[src/rtl/fb_read_port.sv]
// fb_read_port: pixel read port for the colour-index framebuffer.
// Requests (x,y) are clipped, converted to a linear address, issued on a
// shared one-cycle-latency BRAM read port and answered in request order
// through a small first-word-fall-through response queue.
module fb_read_port #(
  parameter int CORDW  = 16,
  parameter int WIDTH  = 640,
  parameter int HEIGHT = 360,
  parameter int CIDXW  = 4,
  parameter int OUTQ   = 4,
  parameter int ADDRW  = $clog2(WIDTH*HEIGHT)
) (
  input  logic             clk,
  input  logic             rst_n,
  input  logic             req_valid,
  output logic             req_ready,
  input  logic [CORDW-1:0] req_x,
  input  logic [CORDW-1:0] req_y,
  input  logic             mem_busy,
  output logic             mem_re,
  output logic [ADDRW-1:0] mem_addr,
  input  logic [CIDXW-1:0] mem_rdata,
  output logic             resp_valid,
  input  logic             resp_ready,
  output logic [CIDXW-1:0] resp_cidx,
  output logic             resp_clip
);

  localparam int PTRW = (OUTQ > 1) ? $clog2(OUTQ) : 1;
  localparam int CNTW = $clog2(OUTQ + 1);
  localparam logic signed [CORDW-1:0] WIDTH_S  = CORDW'(WIDTH);
  localparam logic signed [CORDW-1:0] HEIGHT_S = CORDW'(HEIGHT);

  // Queue pointer increment with wrap at the queue depth (depth need not be a power of two).
  function automatic logic [PTRW-1:0] ptr_inc(input logic [PTRW-1:0] p);
    if (p == PTRW'(OUTQ - 1)) begin
      return {PTRW{1'b0}};
    end else begin
      return p + PTRW'(1);
    end
  endfunction

  // Stage registers
  logic                    en_r;
  logic                    a_valid_r, a_clip_r;
  logic signed [CORDW-1:0] a_x_r, a_y_r;
  logic                    b_valid_r, b_clip_r;
  logic [ADDRW-1:0]        b_addr_r;
  logic                    c_valid_r, c_clip_r;
  logic [ADDRW-1:0]        mem_addr_r;
  logic                    d_valid_r, d_clip_r;
  logic [CNTW-1:0]         out_cnt_r;

  // Response queue
  logic [CIDXW-1:0]        q_cidx_r [OUTQ];
  logic                    q_clip_r [OUTQ];
  logic [PTRW-1:0]         wptr_r, rptr_r;
  logic [CNTW-1:0]         q_cnt_r;
  logic                    resp_valid_r, resp_clip_r;
  logic [CIDXW-1:0]        resp_cidx_r;

  // Combinational control
  logic             req_clip_s, c_stall_s, c_free_s, b_free_s, a_free_s;
  logic             room_s, req_ready_s, accept_s, pop_s, push_s;
  logic [ADDRW-1:0] addr_s;
  logic [CIDXW-1:0] d_cidx_s, head_cidx_s;
  logic             head_clip_s;
  logic [PTRW-1:0]  rptr_n_s;
  logic [CNTW-1:0]  q_cnt_n_s, out_cnt_n_s;

  // Handshake, stall chain, clipping and address arithmetic.
  always_comb begin
    req_clip_s = req_x[CORDW-1] | ($signed(req_x) >= WIDTH_S) |
                 req_y[CORDW-1] | ($signed(req_y) >= HEIGHT_S);
    // Only a non-clipped request waiting on a busy BRAM port can hold C.
    c_stall_s   = c_valid_r & ~c_clip_r & mem_busy;
    c_free_s    = ~c_stall_s;
    b_free_s    = ~b_valid_r | c_free_s;
    a_free_s    = ~a_valid_r | b_free_s;
    pop_s       = resp_valid_r & resp_ready;
    // A pop in the same cycle frees a credit, so accept can proceed at full occupancy.
    room_s      = (out_cnt_r < CNTW'(OUTQ)) | pop_s;
    req_ready_s = en_r & a_free_s & room_s;
    accept_s    = req_valid & req_ready_s;
    addr_s      = ADDRW'(a_y_r) * ADDRW'(WIDTH) + ADDRW'(a_x_r);
    push_s      = d_valid_r;
    if (d_clip_r) begin
      d_cidx_s = {CIDXW{1'b0}};
    end else begin
      d_cidx_s = mem_rdata;
    end
  end

  // Next-state for the outstanding-credit counter and the queue head.
  always_comb begin
    case ({accept_s, pop_s})
      2'b10:   out_cnt_n_s = out_cnt_r + CNTW'(1);
      2'b01:   out_cnt_n_s = out_cnt_r - CNTW'(1);
      default: out_cnt_n_s = out_cnt_r;
    endcase
    case ({push_s, pop_s})
      2'b10:   q_cnt_n_s = q_cnt_r + CNTW'(1);
      2'b01:   q_cnt_n_s = q_cnt_r - CNTW'(1);
      default: q_cnt_n_s = q_cnt_r;
    endcase
    if (pop_s) begin
      rptr_n_s = ptr_inc(rptr_r);
    end else begin
      rptr_n_s = rptr_r;
    end
    // Bypass the write when the incoming entry becomes the new head.
    if (push_s && (wptr_r == rptr_n_s)) begin
      head_cidx_s = d_cidx_s;
      head_clip_s = d_clip_r;
    end else begin
      head_cidx_s = q_cidx_r[rptr_n_s];
      head_clip_s = q_clip_r[rptr_n_s];
    end
  end

  // Accept enable, credit counter and pipeline stages A..D.
  always_ff @(posedge clk or negedge rst_n) begin
    if (!rst_n) begin
      en_r       <= 1'b0;
      out_cnt_r  <= {CNTW{1'b0}};
      a_valid_r  <= 1'b0;
      a_clip_r   <= 1'b0;
      a_x_r      <= {CORDW{1'b0}};
      a_y_r      <= {CORDW{1'b0}};
      b_valid_r  <= 1'b0;
      b_clip_r   <= 1'b0;
      b_addr_r   <= {ADDRW{1'b0}};
      c_valid_r  <= 1'b0;
      c_clip_r   <= 1'b0;
      mem_addr_r <= {ADDRW{1'b0}};
      d_valid_r  <= 1'b0;
      d_clip_r   <= 1'b0;
    end else begin
      en_r      <= 1'b1;
      out_cnt_r <= out_cnt_n_s;
      if (a_free_s) begin
        a_valid_r <= accept_s;
        if (accept_s) begin
          a_x_r    <= $signed(req_x);
          a_y_r    <= $signed(req_y);
          a_clip_r <= req_clip_s;
        end
      end
      if (b_free_s) begin
        b_valid_r <= a_valid_r;
        if (a_valid_r) begin
          b_clip_r <= a_clip_r;
          b_addr_r <= a_clip_r ? {ADDRW{1'b0}} : addr_s;
        end
      end
      if (c_free_s) begin
        c_valid_r <= b_valid_r;
        if (b_valid_r) begin
          c_clip_r   <= b_clip_r;
          mem_addr_r <= b_addr_r;
        end
      end
      // D follows C one cycle behind, aligned with the BRAM read data.
      d_valid_r <= c_valid_r & c_free_s;
      d_clip_r  <= c_clip_r;
    end
  end

  // Response queue storage, pointers and registered head outputs.
  always_ff @(posedge clk or negedge rst_n) begin
    if (!rst_n) begin
      for (int i = 0; i < OUTQ; i++) begin
        q_cidx_r[i] <= {CIDXW{1'b0}};
        q_clip_r[i] <= 1'b0;
      end
      wptr_r       <= {PTRW{1'b0}};
      rptr_r       <= {PTRW{1'b0}};
      q_cnt_r      <= {CNTW{1'b0}};
      resp_valid_r <= 1'b0;
      resp_cidx_r  <= {CIDXW{1'b0}};
      resp_clip_r  <= 1'b0;
    end else begin
      if (push_s) begin
        q_cidx_r[wptr_r] <= d_cidx_s;
        q_clip_r[wptr_r] <= d_clip_r;
        wptr_r           <= ptr_inc(wptr_r);
      end
      rptr_r       <= rptr_n_s;
      q_cnt_r      <= q_cnt_n_s;
      resp_valid_r <= (q_cnt_n_s != {CNTW{1'b0}});
      // Outputs keep their last value while the queue is empty.
      if (q_cnt_n_s != {CNTW{1'b0}}) begin
        resp_cidx_r <= head_cidx_s;
        resp_clip_r <= head_clip_s;
      end
    end
  end

  assign req_ready  = req_ready_s;
  assign mem_re     = c_valid_r & ~c_clip_r & ~mem_busy;
  assign mem_addr   = mem_addr_r;
  assign resp_valid = resp_valid_r;
  assign resp_cidx  = resp_cidx_r;
  assign resp_clip  = resp_clip_r;

endmodule

[config.mk]
export PLATFORM = sky130hd
export DESIGN_NAME = fb_read_port
export DESIGN_NICKNAME = d
export VERILOG_FILES = /design/src/rtl/fb_read_port.sv
export SDC_FILE = /design/constraint.sdc
export NUM_CORES = 1
export LEC_CHECK = 0
export ABC_AREA = 1
export BUFFER_PORTS_ARGS = -buffer_cell sky130_fd_sc_hd__buf_4
export CORE_MARGIN = 3
export CORE_UTILIZATION = 45
export CTS_CLUSTER_SIZE = 30
export DETAILED_ROUTE_END_ITERATION = 12
export PLACE_DENSITY = 0.66
export SLEW_MARGIN = 20
export SYNTH_ARGS = -nofsm -noshare
export SYNTH_HDL_FRONTEND = slang
export SYNTH_SLANG_ARGS = --single-unit
[constraint.sdc]
create_clock -name clk -period 3.5 [get_ports clk]
set_input_delay 0.525 -clock clk [delete_from_list [all_inputs] [get_ports clk]]
set_output_delay 0.525 -clock clk [all_outputs]
set_load 0.01 [all_outputs]
==> impl_results.rst, run 1 <==
.. list-table::
   :header-rows: 1

   * - Metric
     - Value
   * - Core ar.
     - 0.0117 mm^2
   * - Post-synth EDFFs
     - 0
   * - Top-area cell type share of the netlist area
     - 0.487
   * - Synth Area per Inst
     - 8.57 um^2
   * - Full die area
     - 0.0137 mm^2
   * - Maximum number of pins on one net before global-route repair
     - 65
   * - Max capacitance violation total
     - 0
   * - Netlist area before placement
     - 0.00554 mm^2
   * - Final period utilization
     - 0.862
   * - TritonCTS clock tree
     - yes
   * - Number of detailed-route iterations in the first pass
     - 4
   * - Total Routing Usage GR
     - 0.185
   * - Final net count
     - 786
   * - Worst path buffer plus inverter count
     - 0
   * - Fin. max-slew vios
     - 0
   * - Clock root cell
     - sky130_fd_sc_hd__clkbuf_16
   * - Final HPWL from detailed placement
     - 8960 um
   * - Deepest level of the CTS H-tree
     - 3
   * - Average detailed-routed wire length per instance
     - 13.6 um
   * - TNS Setup
     - 0 ps
   * - Post-CTS resize count
     - 0
   * - Ant diodes
     - 0
   * - Die height
     - 117 um
   * - Placement Rows
     - 39
   * - Clock buffer count from CTS
     - 9
   * - Residual overflow from global routing
     - 0
   * - Top cell family by delay on the critical path
     - adder cells
   * - Most prevalent standard cell on the critical path
     - sky130_fd_sc_hd__nand3_1
   * - Number of global-route vias before repair
     - 4,360
   * - Port bufs
     - 66
   * - Final estimated routing congestion in global placement
     - 0.852
   * - CP Data Arrival Time
     - 3260 ps
   * - Type of the worst setup path
     - reg2reg
   * - Required time worst endpoint
     - 3740 ps
   * - Detailed Route Iter0 Violations
     - 205
   * - Placed Cells
     - 841
   * - Clock tree sinks
     - 108
   * - Setup crit end kind
     - flip-flop
   * - Library cell with the highest instance count after synthesis
     - sky130_fd_sc_hd__nand2_1
   * - Later-pin clock latency in the skew report
     - 350 ps
   * - Master of the slowest instance on the critical path
     - sky130_fd_sc_hd__dfrtp_1
   * - Largest stage delay, worst path
     - 430 ps
   * - Final routed wirelength across all metal layers
     - 11,700 um
   * - Clk_skew
     - 9.59 ps
   * - Class of the tightest hold or removal check
     - in2async
   * - Result of the run
     - complete, no violations
   * - Number of antenna violations at the first check in global routing
     - 0
   * - Cells traversed along the worst timing path
     - ha_1, ha_1, fa_1, nand3_1, nand2_1, a21oi_1, o21bai_1, xor2_1, ha_1, nand2_1, nor2_1, nand3_1, nand3_1, nand3_1, nand3_1, nand2_1
   * - Via density per instance
     - 5.02
   * - Type of element launching the critical path
     - flip-flop
   * - Vias after detailed routing
     - 4,302
   * - Number of standard cells in the layout, taps in and fillers out
     - 857
   * - Clock buffer depth
     - 2
   * - Endpoints failing hold
     - 0
   * - Clock slew seen by the registers of the worst setup and hold paths
     - 80 ps
   * - Predominant post-synthesis flop cell
     - sky130_fd_sc_hd__dfrtp_1
   * - Unrepaired setup endpoints after global routing
     - false
   * - Yosys top cell by area
     - sky130_fd_sc_hd__dfrtp_1
   * - Actual transition at the worst max-transition pin
     - 993 ps
   * - Async set-reset flop share out of synthesis
     - 1.00
   * - Number of buffers added to fix hold violations after cts
     - 0
   * - Count of final setup violators
     - 0
   * - Number of synthesis warnings
     - 0
   * - Starting density of the core
     - 0.473
   * - Wire length of the first global-routing pass
     - 20,100 um
   * - I/O pin cnt
     - 67
   * - Critical path fanouts, max
     - 4
   * - Number of antenna-violating nets in the routed design
     - 0
   * - Portion of the post-synthesis area used by sequential elements
     - 0.487
   * - Max-slew headroom at the worst pin
     - 0.336
   * - Flip-flop and latch count after synthesis
     - 108
   * - Post-Syn Instances
     - 647
   * - Standby leakage power
     - 3.35 nW
   * - Worst voltage drop across the vdd grid
     - 403 uV
   * - Post-route cell area
     - 0.00641 mm^2
   * - Count of buffers added by post-CTS timing repair for setup
     - 0
   * - Net count after synthesis
     - 724
   * - Total power density per cell area
     - 967 mW/mm^2
   * - Die Span X
     - 117 um
   * - Peak clock frequency supported by timing
     - 332 MHz
   * - Placement-stage cell area
     - 0.00612 mm^2
   * - Leading post-synthesis cells by instance count
     - sky130_fd_sc_hd__nand2_1 (207), sky130_fd_sc_hd__dfrtp_1 (108), sky130_fd_sc_hd__inv_1 (69)
   * - Area growth, synth to finish
     - 15.6%
   * - Leading cell types by total area after synthesis
     - sky130_fd_sc_hd__dfrtp_1 (49%), sky130_fd_sc_hd__nand2_1 (14%), sky130_fd_sc_hd__ha_1 (7.2%)
   * - Number of remaining DRC errors
     - 0
   * - Share of cells above drive strength 1
     - 0.150
   * - Tmin final
     - 3020 ps
   * - Cell variety after synth
     - 36
[cells in the final DEF, fill, tap and decap left out, drive strengths merged, types with 2 or more instances in the layout]
cell type	instances
nand2	210
dfrtp	108
inv	75
buf	68
o21ai	68
nand3	46
ha	32
nor2	21
a21oi	17
o22ai	10
xnor2	9
clkbuf	9
nand4	9
xor2	5
nor3	4
mux2	4
fa	4
clkinvlp	3
o21bai	2
or2	2
[worst reg2reg max path, cell delays in order, from the launching register on]
cell,delay (ps)
sky130_fd_sc_hd__dfrtp_1,430
sky130_fd_sc_hd__ha_1,310
sky130_fd_sc_hd__ha_1,230
sky130_fd_sc_hd__fa_1,400
sky130_fd_sc_hd__nand3_1,100
sky130_fd_sc_hd__nand2_1,80
sky130_fd_sc_hd__a21oi_1,130
sky130_fd_sc_hd__o21bai_1,80
sky130_fd_sc_hd__xor2_1,140
sky130_fd_sc_hd__ha_1,340
sky130_fd_sc_hd__nand2_1,80
sky130_fd_sc_hd__nor2_1,140
sky130_fd_sc_hd__nand3_1,100
sky130_fd_sc_hd__nand3_1,110
sky130_fd_sc_hd__nand3_1,80
sky130_fd_sc_hd__nand3_1,90
sky130_fd_sc_hd__nand2_1,50
[registers in the layout (all words and copies together) (netlist names), 2 cells and up]
name and count:
out_cnt_r 3, a_x_r 16, q_cnt_r 3, mem_addr 18
wptr_r 2, resp_cidx 4, rptr_r 2, q_clip_r 4
q_cidx_r 16, a_y_r 11, b_addr_r 18
[report_power, final]
part	internal [W]	switching, W
registers	0.00177	0.000338
logic	0.00124	0.00187
clock network	0.000494	0.000485
[per-layer routing]
| metal | vias up | GRT usage | part of all wire |
|---|---|---|---|
| met3 | 14 | 0.0396 | 0.034 |
| met2 | 66 | 0.333 | 0.52 |
| met4 | 0 | 0.0413 | 0.013 |
| met5 | - | 0 | 0 |
| li1 | 2210 | - | - |
| met1 | 2012 | 0.228 | 0.43 |
[per-stage QoR]
step	hold WS (ps)	util	setup slack, ps	total power [W]
after floorplan	229	-	722	0.00436
after global placement	430	0.523	581	0.00516
after detailed placement	430	0.523	491	0.00525
after CTS	279	0.547	469	0.00626
after global routing	300	0.547	265	0.00687
final	243	0.547	485	0.00619
[path summary, 6_finish.rpt]
| kind | start | to | slack [ps] | depth (start not counted) |
|---|---|---|---|---|
| max in group asynchronous | rst_n | a_clip_r$_DFFE_PN0P_ | 2430 | 2 |
| worst max register to register | a_y_r[1]$_DFFE_PN0P_ | b_addr_r[17]$_DFFE_PN0P_ | 480 | 16 |
| worst min-delay path | rst_n | out_cnt_r[1]$_DFFE_PN0P_ | 240 | 1 |
| min in group clk | req_y[0] | a_y_r[0]$_DFFE_PN0P_ | 370 | 3 |
| worst max-delay path | a_y_r[1]$_DFFE_PN0P_ | b_addr_r[17]$_DFFE_PN0P_ | 480 | 16 |
| worst min register to register | c_clip_r$_DFFE_PN0P_ | d_clip_r$_DFF_PN0_ | 450 | 0 |
[logic make-up after synthesis]
kind of cell / count (synthesis) / synth area share
AOI/OAI and AO/OA: 101 / 0.103
xor gates and xnor gates: 14 / 0.0221
adders and majority gates: 36 / 0.0867
buffers and inverters: 89 / 0.0695
DFF: 108 / 0.487
muxes: 4 / 0.00812
other: 1 / 0.000676
and+or+nand+nor: 294 / 0.223
[final cells by class]
class	instances	area [um^2]
fill	1095	5300
sequential	108	2700
multi-input combinational	450	2460
timing repair buffer	68	510
inverter	72	275
clock buffer	9	225
tap	143	179
clock inverter	7	58.8
Note: power is estimated with default switching activity, not from simulation.
==> run 2, diff against run 1 <==
--- a/config.mk
+++ b/config.mk
@@ -7,7 +7,6 @@
 export LEC_CHECK = 0
 export ABC_AREA = 1
 export BUFFER_PORTS_ARGS = -buffer_cell sky130_fd_sc_hd__buf_4
-export CORE_MARGIN = 3
 export CORE_UTILIZATION = 45
 export CTS_CLUSTER_SIZE = 30
 export DETAILED_ROUTE_END_ITERATION = 12
==> impl_results.rst, run 2 (synthesis gave the netlist of run 1 again) <==
.. list-table::
   :header-rows: 1

   * - Metric
     - Value
   * - Result of the run
     - complete, no violations (unchanged)
   * - Core ar.
     - 0.0120 mm^2 (was 0.0117 mm^2)
   * - Count of buffers added by post-CTS timing repair for setup
     - 0 (unchanged)
   * - Setup crit end kind
     - flip-flop (unchanged)
   * - Port bufs
     - 66 (unchanged)
   * - Average detailed-routed wire length per instance
     - 13.3 um (was 13.6 um)
   * - Standby leakage power
     - 3.38 nW (was 3.35 nW)
   * - Count of filler cells inserted in the layout
     - 1,152 (was 1,095)
   * - Final period utilization
     - 0.855 (was 0.862)
   * - Worst voltage drop across the vdd grid
     - 393 uV (was 403 uV)
   * - Final standard cell utilization of the core
     - 0.537 (was 0.547)
   * - Number of antenna violations at the first check in global routing
     - 0 (unchanged)
   * - Clock tree sinks
     - 108 (unchanged)
   * - Endpoints failing hold
     - 0 (unchanged)
   * - Detailed Route Iter0 Violations
     - 183 (was 205)
   * - Area growth, synth to finish
     - 16.3% (was 15.6%)
   * - Vias after detailed routing
     - 4,311 (was 4,302)
   * - Final routed wirelength across all metal layers
     - 11,500 um (was 11,700 um)
   * - Type of the worst setup path
     - reg2reg (unchanged)
   * - Actual transition at the worst max-transition pin
     - 978 ps (was 993 ps)
   * - Number of detailed-route iterations in the first pass
     - 6 (was 4)
   * - Full die area
     - 0.0128 mm^2 (was 0.0137 mm^2)
   * - Final Power
     - 0.00627 W (was 0.00619 W)
   * - Final HPWL from detailed placement
     - 8740 um (was 8960 um)
   * - Maximum number of pins on one net before global-route repair
     - 65 (unchanged)
   * - Later-pin clock latency in the skew report
     - 360 ps (was 350 ps)
   * - Peak clock frequency supported by timing
     - 334 MHz (was 332 MHz)
   * - Share of cells above drive strength 1
     - 0.150 (unchanged)
   * - Type of element launching the critical path
     - flip-flop (unchanged)
   * - Die height
     - 113 um (was 117 um)
   * - Starting density of the core
     - 0.462 (was 0.473)
   * - Tmin final
     - 2990 ps (was 3020 ps)
   * - Class of the tightest hold or removal check
     - in2async (unchanged)
   * - Count of final setup violators
     - 0 (unchanged)
   * - Deepest level of the CTS H-tree
     - 3 (unchanged)
   * - Commonest non-fill, non-tap cell in the layout
     - sky130_fd_sc_hd__nand2_1 (unchanged)
   * - Max capacitance violation total
     - 0 (unchanged)
   * - Clock slew seen by the registers of the worst setup and hold paths
     - 80 ps (about the same)
   * - Clock buffer depth
     - 2 (unchanged)
   * - Reg2Reg Setup Slack
     - 510 ps (was 480 ps)
   * - Number of remaining DRC errors
     - 0 (unchanged)
   * - Final estimated routing congestion in global placement
     - 0.910 (was 0.852)
   * - Fin. max-slew vios
     - 0 (unchanged)
   * - TNS Setup
     - 0 ps (unchanged)
   * - Number of global-route vias before repair
     - 4,314 (was 4,360)
   * - Clock buffer count from CTS
     - 9 (unchanged)
   * - Die Span X
     - 113 um (was 117 um)
   * - Unrepaired setup endpoints after global routing
     - false (unchanged)
   * - Max-slew headroom at the worst pin
     - 0.346 (was 0.336)
   * - Post-CTS resize count
     - 0 (unchanged)
   * - Critical path fanouts, max
     - 4 (unchanged)
   * - Number of buffers added to fix hold violations after cts
     - 0 (unchanged)
   * - Ant diodes
     - 0 (unchanged)
   * - Number of antenna-violating nets in the routed design
     - 0 (unchanged)
   * - Total power density per cell area
     - 972 mW/mm^2 (was 967 mW/mm^2)
   * - Total Routing Usage GR
     - 0.198 (was 0.185)
   * - Clock root cell
     - sky130_fd_sc_hd__clkbuf_16 (unchanged)
   * - Clk_skew
     - 9.19 ps (was 9.59 ps)
   * - Required time worst endpoint
     - 3750 ps (was 3740 ps)
   * - Commonest non-fill, non-tap cells in the layout
     - sky130_fd_sc_hd__nand2_1 (207), sky130_fd_sc_hd__dfrtp_1 (108), sky130_fd_sc_hd__inv_1 (69), sky130_fd_sc_hd__buf_4 (68), sky130_fd_sc_hd__o21ai_0 (58) (unchanged)
   * - Placement Rows
     - 40 (was 39)
   * - TritonCTS clock tree
     - yes (unchanged)
   * - Wire length of the first global-routing pass
     - 19,700 um (was 20,100 um)
   * - Final net count
     - 786 (unchanged)
   * - CP Data Arrival Time
     - 3250 ps (was 3260 ps)
   * - Via density per instance
     - 5.01 (was 5.02)
   * - I/O pin cnt
     - 67 (unchanged)
   * - Residual overflow from global routing
     - 0 (unchanged)
run 2: cell count changes in the layout (fill, tap and decap cells not counted), sizes merged:
| cell | delta |
|---|---|
| clkinvlp | -2 |
| clkbuf | +1 |
| bufinv | +1 |
run 2: per-layer routing:
layer  GRT usage  part of all wire  up-vias
met4      0.0728             0.021        0
met1       0.227              0.43     2002
met3      0.0493             0.037       16
met2       0.358              0.51       76
met5           0                 0        -
li1            -                 -     2217
run 2: stage by stage:
step | instance area (um^2) | hold WS (ps) | std cells | setup slack (ps)
detailed placement | 6130 | 426 | 845 | 512
CTS | 6450 | 277 | 861 | 487
finish | 6450 | 231 | 861 | 506
global placement | 6130 | 421 | 845 | 571
global route | 6450 | 317 | 861 | 212
floorplan | 5540 | 229 | 647 | 722
run 2: critical path, stage by stage, from the launching register on:
cell and delay (ps):
sky130_fd_sc_hd__dfrtp_1 430, sky130_fd_sc_hd__ha_1 310, sky130_fd_sc_hd__ha_1 230, sky130_fd_sc_hd__fa_1 410, sky130_fd_sc_hd__nand3_1 100, sky130_fd_sc_hd__nand2_1 80, sky130_fd_sc_hd__a21oi_1 140, sky130_fd_sc_hd__o21bai_1 80
sky130_fd_sc_hd__xor2_1 140, sky130_fd_sc_hd__ha_1 340, sky130_fd_sc_hd__nand2_1 80, sky130_fd_sc_hd__nor2_1 130, sky130_fd_sc_hd__nand3_1 100, sky130_fd_sc_hd__nand3_1 110, sky130_fd_sc_hd__nand3_1 80, sky130_fd_sc_hd__nand3_1 80
sky130_fd_sc_hd__nand2_1 50
run 2: final cells by class:
type | instances | area, um^2 | share of cell area
Clock buffer | 10 | 239 | 0.0371
Inverter | 72 | 275 | 0.0427
Clock inverter | 6 | 80.1 | 0.0124
Timing Repair Buffer | 68 | 510 | 0.0792
Sequential cell | 108 | 2700 | 0.419
Multi-Input combinational cell | 450 | 2460 | 0.381
Tap cell | 147 | 184 | 0.0285
run 2: final timing paths:
check / startpoint / end / cells after the start
worst min-delay path: rst_n / q_cnt_r[0]$_DFF_PN0_ / 1
worst max-delay path: a_y_r[1]$_DFFE_PN0P_ / b_addr_r[17]$_DFFE_PN0P_ / 16
min in group clk: req_y[1] / a_y_r[1]$_DFFE_PN0P_ / 3
worst max register to register: a_y_r[1]$_DFFE_PN0P_ / b_addr_r[17]$_DFFE_PN0P_ / 16
max in group asynchronous: rst_n / mem_addr[6]$_DFFE_PN0P_ / 2
worst min register to register: c_clip_r$_DFFE_PN0P_ / d_clip_r$_DFF_PN0_ / 0
run 2: power breakdown:
group / internal [W] / total, W / switching, W
Clock: 0.000588 / 0.00108 / 0.000488
Sequential: 0.00177 / 0.00211 / 0.000338
Combinational: 0.00123 / 0.00308 / 0.00185
==> run 3, diff against run 2 <==
==> constraint.sdc (replaced) <==
create_clock -name clk -period 3.5 [get_ports clk]
set_input_delay 0.35 -clock clk [delete_from_list [all_inputs] [get_ports clk]]
set_output_delay 0.35 -clock clk [all_outputs]
set_load 0.01 [all_outputs]
==> impl_results.rst, run 3 (synthesis gave the netlist of run 1 again) <==
.. list-table::
   :header-rows: 1

   * - Metric
     - Value
   * - Result of the run
     - complete, no violations (unchanged)
   * - Number of global-route vias before repair
     - 4,415 (was 4,314)
   * - CP Data Arrival Time
     - 3270 ps (was 3250 ps)
   * - Number of standard cells in the layout, taps in and fillers out
     - 861 (unchanged)
   * - Most prevalent standard cell on the critical path
     - sky130_fd_sc_hd__nand3_1 (unchanged)
   * - Setup crit end kind
     - flip-flop (unchanged)
   * - Max-slew headroom at the worst pin
     - 0.346 (about the same)
   * - Count of buffers added by post-CTS timing repair for setup
     - 0 (unchanged)
   * - Maximum number of pins on one net before global-route repair
     - 61 (was 65)
   * - Max capacitance violation total
     - 0 (unchanged)
   * - Fin. max-slew vios
     - 0 (unchanged)
   * - Die Span X
     - 113 um (unchanged)
   * - Type of the worst setup path
     - reg2reg (unchanged)
   * - Commonest non-fill, non-tap cell in the layout
     - sky130_fd_sc_hd__nand2_1 (unchanged)
   * - Final estimated routing congestion in global placement
     - 0.900 (was 0.910)
   * - Worst voltage drop across the vdd grid
     - 379 uV (was 393 uV)
   * - Final period utilization
     - 0.865 (was 0.855)
   * - Clock tree sinks
     - 108 (unchanged)
   * - Vias after detailed routing
     - 4,476 (was 4,311)
   * - Tmin final
     - 3030 ps (was 2990 ps)
   * - Number of detailed-route iterations in the first pass
     - 6 (unchanged)
   * - Clock buffer depth
     - 2 (unchanged)
   * - Switching Share
     - 0.423 (was 0.427)
   * - Unrepaired setup endpoints after global routing
     - false (unchanged)
   * - Number of buffers added to fix hold violations after cts
     - 0 (unchanged)
   * - Master of the slowest instance on the critical path
     - sky130_fd_sc_hd__dfrtp_1 (unchanged)
   * - Total power density per cell area
     - 982 mW/mm^2 (was 972 mW/mm^2)
   * - Count of final setup violators
     - 0 (unchanged)
   * - Via density per instance
     - 5.20 (was 5.01)
   * - Area growth, synth to finish
     - 16.5% (was 16.3%)
   * - RR Startpoint
     - a_y_r[1]$_DFFE_PN0P_ (unchanged)
   * - Number of cells on the worst reg-to-reg path
     - 16 (unchanged)
   * - Later-pin clock latency in the skew report
     - 350 ps (was 360 ps)
   * - Standby leakage power
     - 3.38 nW (about the same)
   * - Deepest level of the CTS H-tree
     - 3 (unchanged)
   * - Clock buffer count from CTS
     - 9 (unchanged)
   * - Die height
     - 113 um (unchanged)
   * - Total Routing Usage GR
     - 0.202 (was 0.198)
   * - Detailed Route Iter0 Violations
     - 254 (was 183)
   * - Design internal power
     - 0.00366 W (was 0.00359 W)
   * - Core ar.
     - 0.0120 mm^2 (unchanged)
   * - Final net count
     - 786 (unchanged)
   * - I/O pin cnt
     - 67 (unchanged)
   * - Clock root cell
     - sky130_fd_sc_hd__clkbuf_16 (unchanged)
   * - Total net switching power
     - 0.00268 W (about the same)
   * - Required time worst endpoint
     - 3750 ps (about the same)
   * - Final routed wirelength across all metal layers
     - 11,600 um (was 11,500 um)
   * - Class of the tightest hold or removal check
     - in2async (unchanged)
   * - Clk_skew
     - 8.33 ps (was 9.19 ps)
   * - Full die area
     - 0.0128 mm^2 (unchanged)
   * - Largest stage delay, worst path
     - 440 ps (was 430 ps)
   * - Share of cells above drive strength 1
     - 0.150 (unchanged)
   * - TNS Setup
     - 0 ps (unchanged)
   * - Placement-stage cell area
     - 0.00613 mm^2 (unchanged)
   * - Wire length of the first global-routing pass
     - 20,300 um (was 19,700 um)
   * - Ant diodes
     - 0 (unchanged)
   * - Type of element launching the critical path
     - flip-flop (unchanged)
   * - Peak clock frequency supported by timing
     - 330 MHz (was 334 MHz)
   * - Clock slew seen by the registers of the worst setup and hold paths
     - 70 ps (was 80 ps)
   * - Number of antenna violations at the first check in global routing
     - 0 (unchanged)
   * - Post-CTS resize count
     - 0 (unchanged)
   * - Combinational share of power
     - 0.492 (about the same)
   * - Placed Cells
     - 845 (unchanged)
   * - Post-route cell area
     - 0.00646 mm^2 (was 0.00645 mm^2)
   * - Starting density of the core
     - 0.462 (unchanged)
   * - Endpoints failing hold
     - 0 (unchanged)
   * - Commonest non-fill, non-tap cells in the layout
     - sky130_fd_sc_hd__nand2_1 (207), sky130_fd_sc_hd__dfrtp_1 (108), sky130_fd_sc_hd__inv_1 (69), sky130_fd_sc_hd__buf_4 (68), sky130_fd_sc_hd__o21ai_0 (58) (unchanged)
   * - Residual overflow from global routing
     - 0 (unchanged)
   * - Critical path fanouts, max
     - 4 (unchanged)
   * - Number of remaining DRC errors
     - 0 (unchanged)
   * - Share of total power in sequential cells
     - 0.332 (was 0.337)
   * - Number of antenna-violating nets in the routed design
     - 0 (unchanged)
   * - Placement Rows
     - 40 (unchanged)
   * - Clock network power share
     - 0.177 (was 0.172)
   * - Port bufs
     - 66 (unchanged)
   * - Cells traversed along the worst timing path
     - ha_1, ha_1, fa_1, nand3_1, nand2_1, a21oi_1, o21bai_1, xor2_1, ha_1, nand2_1, nor2_1, nand3_1, nand3_1, nand3_1, nand3_1, nand2_1 (unchanged)
   * - Final HPWL from detailed placement
     - 8640 um (was 8740 um)
   * - TritonCTS clock tree
     - yes (unchanged)
   * - Actual transition at the worst max-transition pin
     - 979 ps (was 978 ps)
   * - Average detailed-routed wire length per instance
     - 13.5 um (was 13.3 um)
   * - R2r endpoint
     - b_addr_r[17]$_DFFE_PN0P_ (unchanged)
   * - Reg2Reg Setup Slack
     - 470 ps (was 510 ps)
## run 3: cell count changes in the layout (fill, tap and decap cells not counted)
| cell | change |
|---|---|
| sky130_fd_sc_hd__inv_6 | -1 |
| sky130_fd_sc_hd__clkinv_8 | -1 |
| sky130_fd_sc_hd__bufinv_16 | +1 |
| sky130_fd_sc_hd__clkinvlp_4 | +1 |
## run 3: final cells by class
| type | count | area, um^2 |
|---|---|---|
| Inverter | 72 | 275 |
| Timing Repair Buffer | 68 | 510 |
| Sequential cell | 108 | 2700 |
| Clock buffer | 10 | 239 |
| Tap cell | 147 | 184 |
| Fill cell | 1140 | 5550 |
| Multi-Input combinational cell | 450 | 2460 |
| Clock inverter | 6 | 92.6 |
## run 3: critical path: cells and delay by family (launching register included)
family | cells | cell delay (ps)
AOI/OAI and AO/OA | 2 | 240
xor gates and xnor gates | 1 | 140
adders and majority gates | 4 | 1290
DFF | 1 | 440
and+or+nand+nor | 9 | 830
## run 3: worst max path at each step
stage	start	end	slack [ps]	cells past startpoint
after floorplan	a_y_r[1]$_DFFE_PN0P_	b_addr_r[17]$_DFFE_PN0P_	720	16
after global placement	a_y_r[1]$_DFFE_PN0P_	b_addr_r[17]$_DFFE_PN0P_	580	16
after detailed placement	a_y_r[1]$_DFFE_PN0P_	b_addr_r[17]$_DFFE_PN0P_	510	16
after CTS	a_y_r[1]$_DFFE_PN0P_	b_addr_r[17]$_DFFE_PN0P_	490	16
after global routing	a_y_r[1]$_DFFE_PN0P_	b_addr_r[17]$_DFFE_PN0P_	250	16
final	a_y_r[1]$_DFFE_PN0P_	b_addr_r[17]$_DFFE_PN0P_	470	16
## run 3: through the flow
| stage | power (W) | setup WS, ps | hold WS (ps) | util |
|---|---|---|---|---|
| after floorplan | 0.00436 | 722 | 54.4 | - |
| after global placement | 0.00513 | 577 | 417 | 0.510 |
| after detailed placement | 0.00523 | 512 | 418 | 0.510 |
| after CTS | 0.00639 | 487 | 97.3 | 0.538 |
| after global routing | 0.00699 | 247 | 128 | 0.538 |
| final | 0.00634 | 472 | 63.7 | 0.538 |
## run 3: metal layers
metal  global-route usage  vias up  routed length [um]
li1                     -     2217                   -
met1                0.245     2156                5120
met2                0.362       89                5930
met3               0.0418       14                 430
met4               0.0623        0                 161
met5                    0        -                   0
## run 3: power groups by stage
stage	clock (W)	combinational, W	sequential (W)
finish	0.00112	0.00312	0.00210
global route	0.00119	0.00363	0.00217
CTS	0.00115	0.00314	0.00211
detailed placement	0	0.00311	0.00213
global placement	0	0.00302	0.00211
floorplan	0	0.00227	0.00208
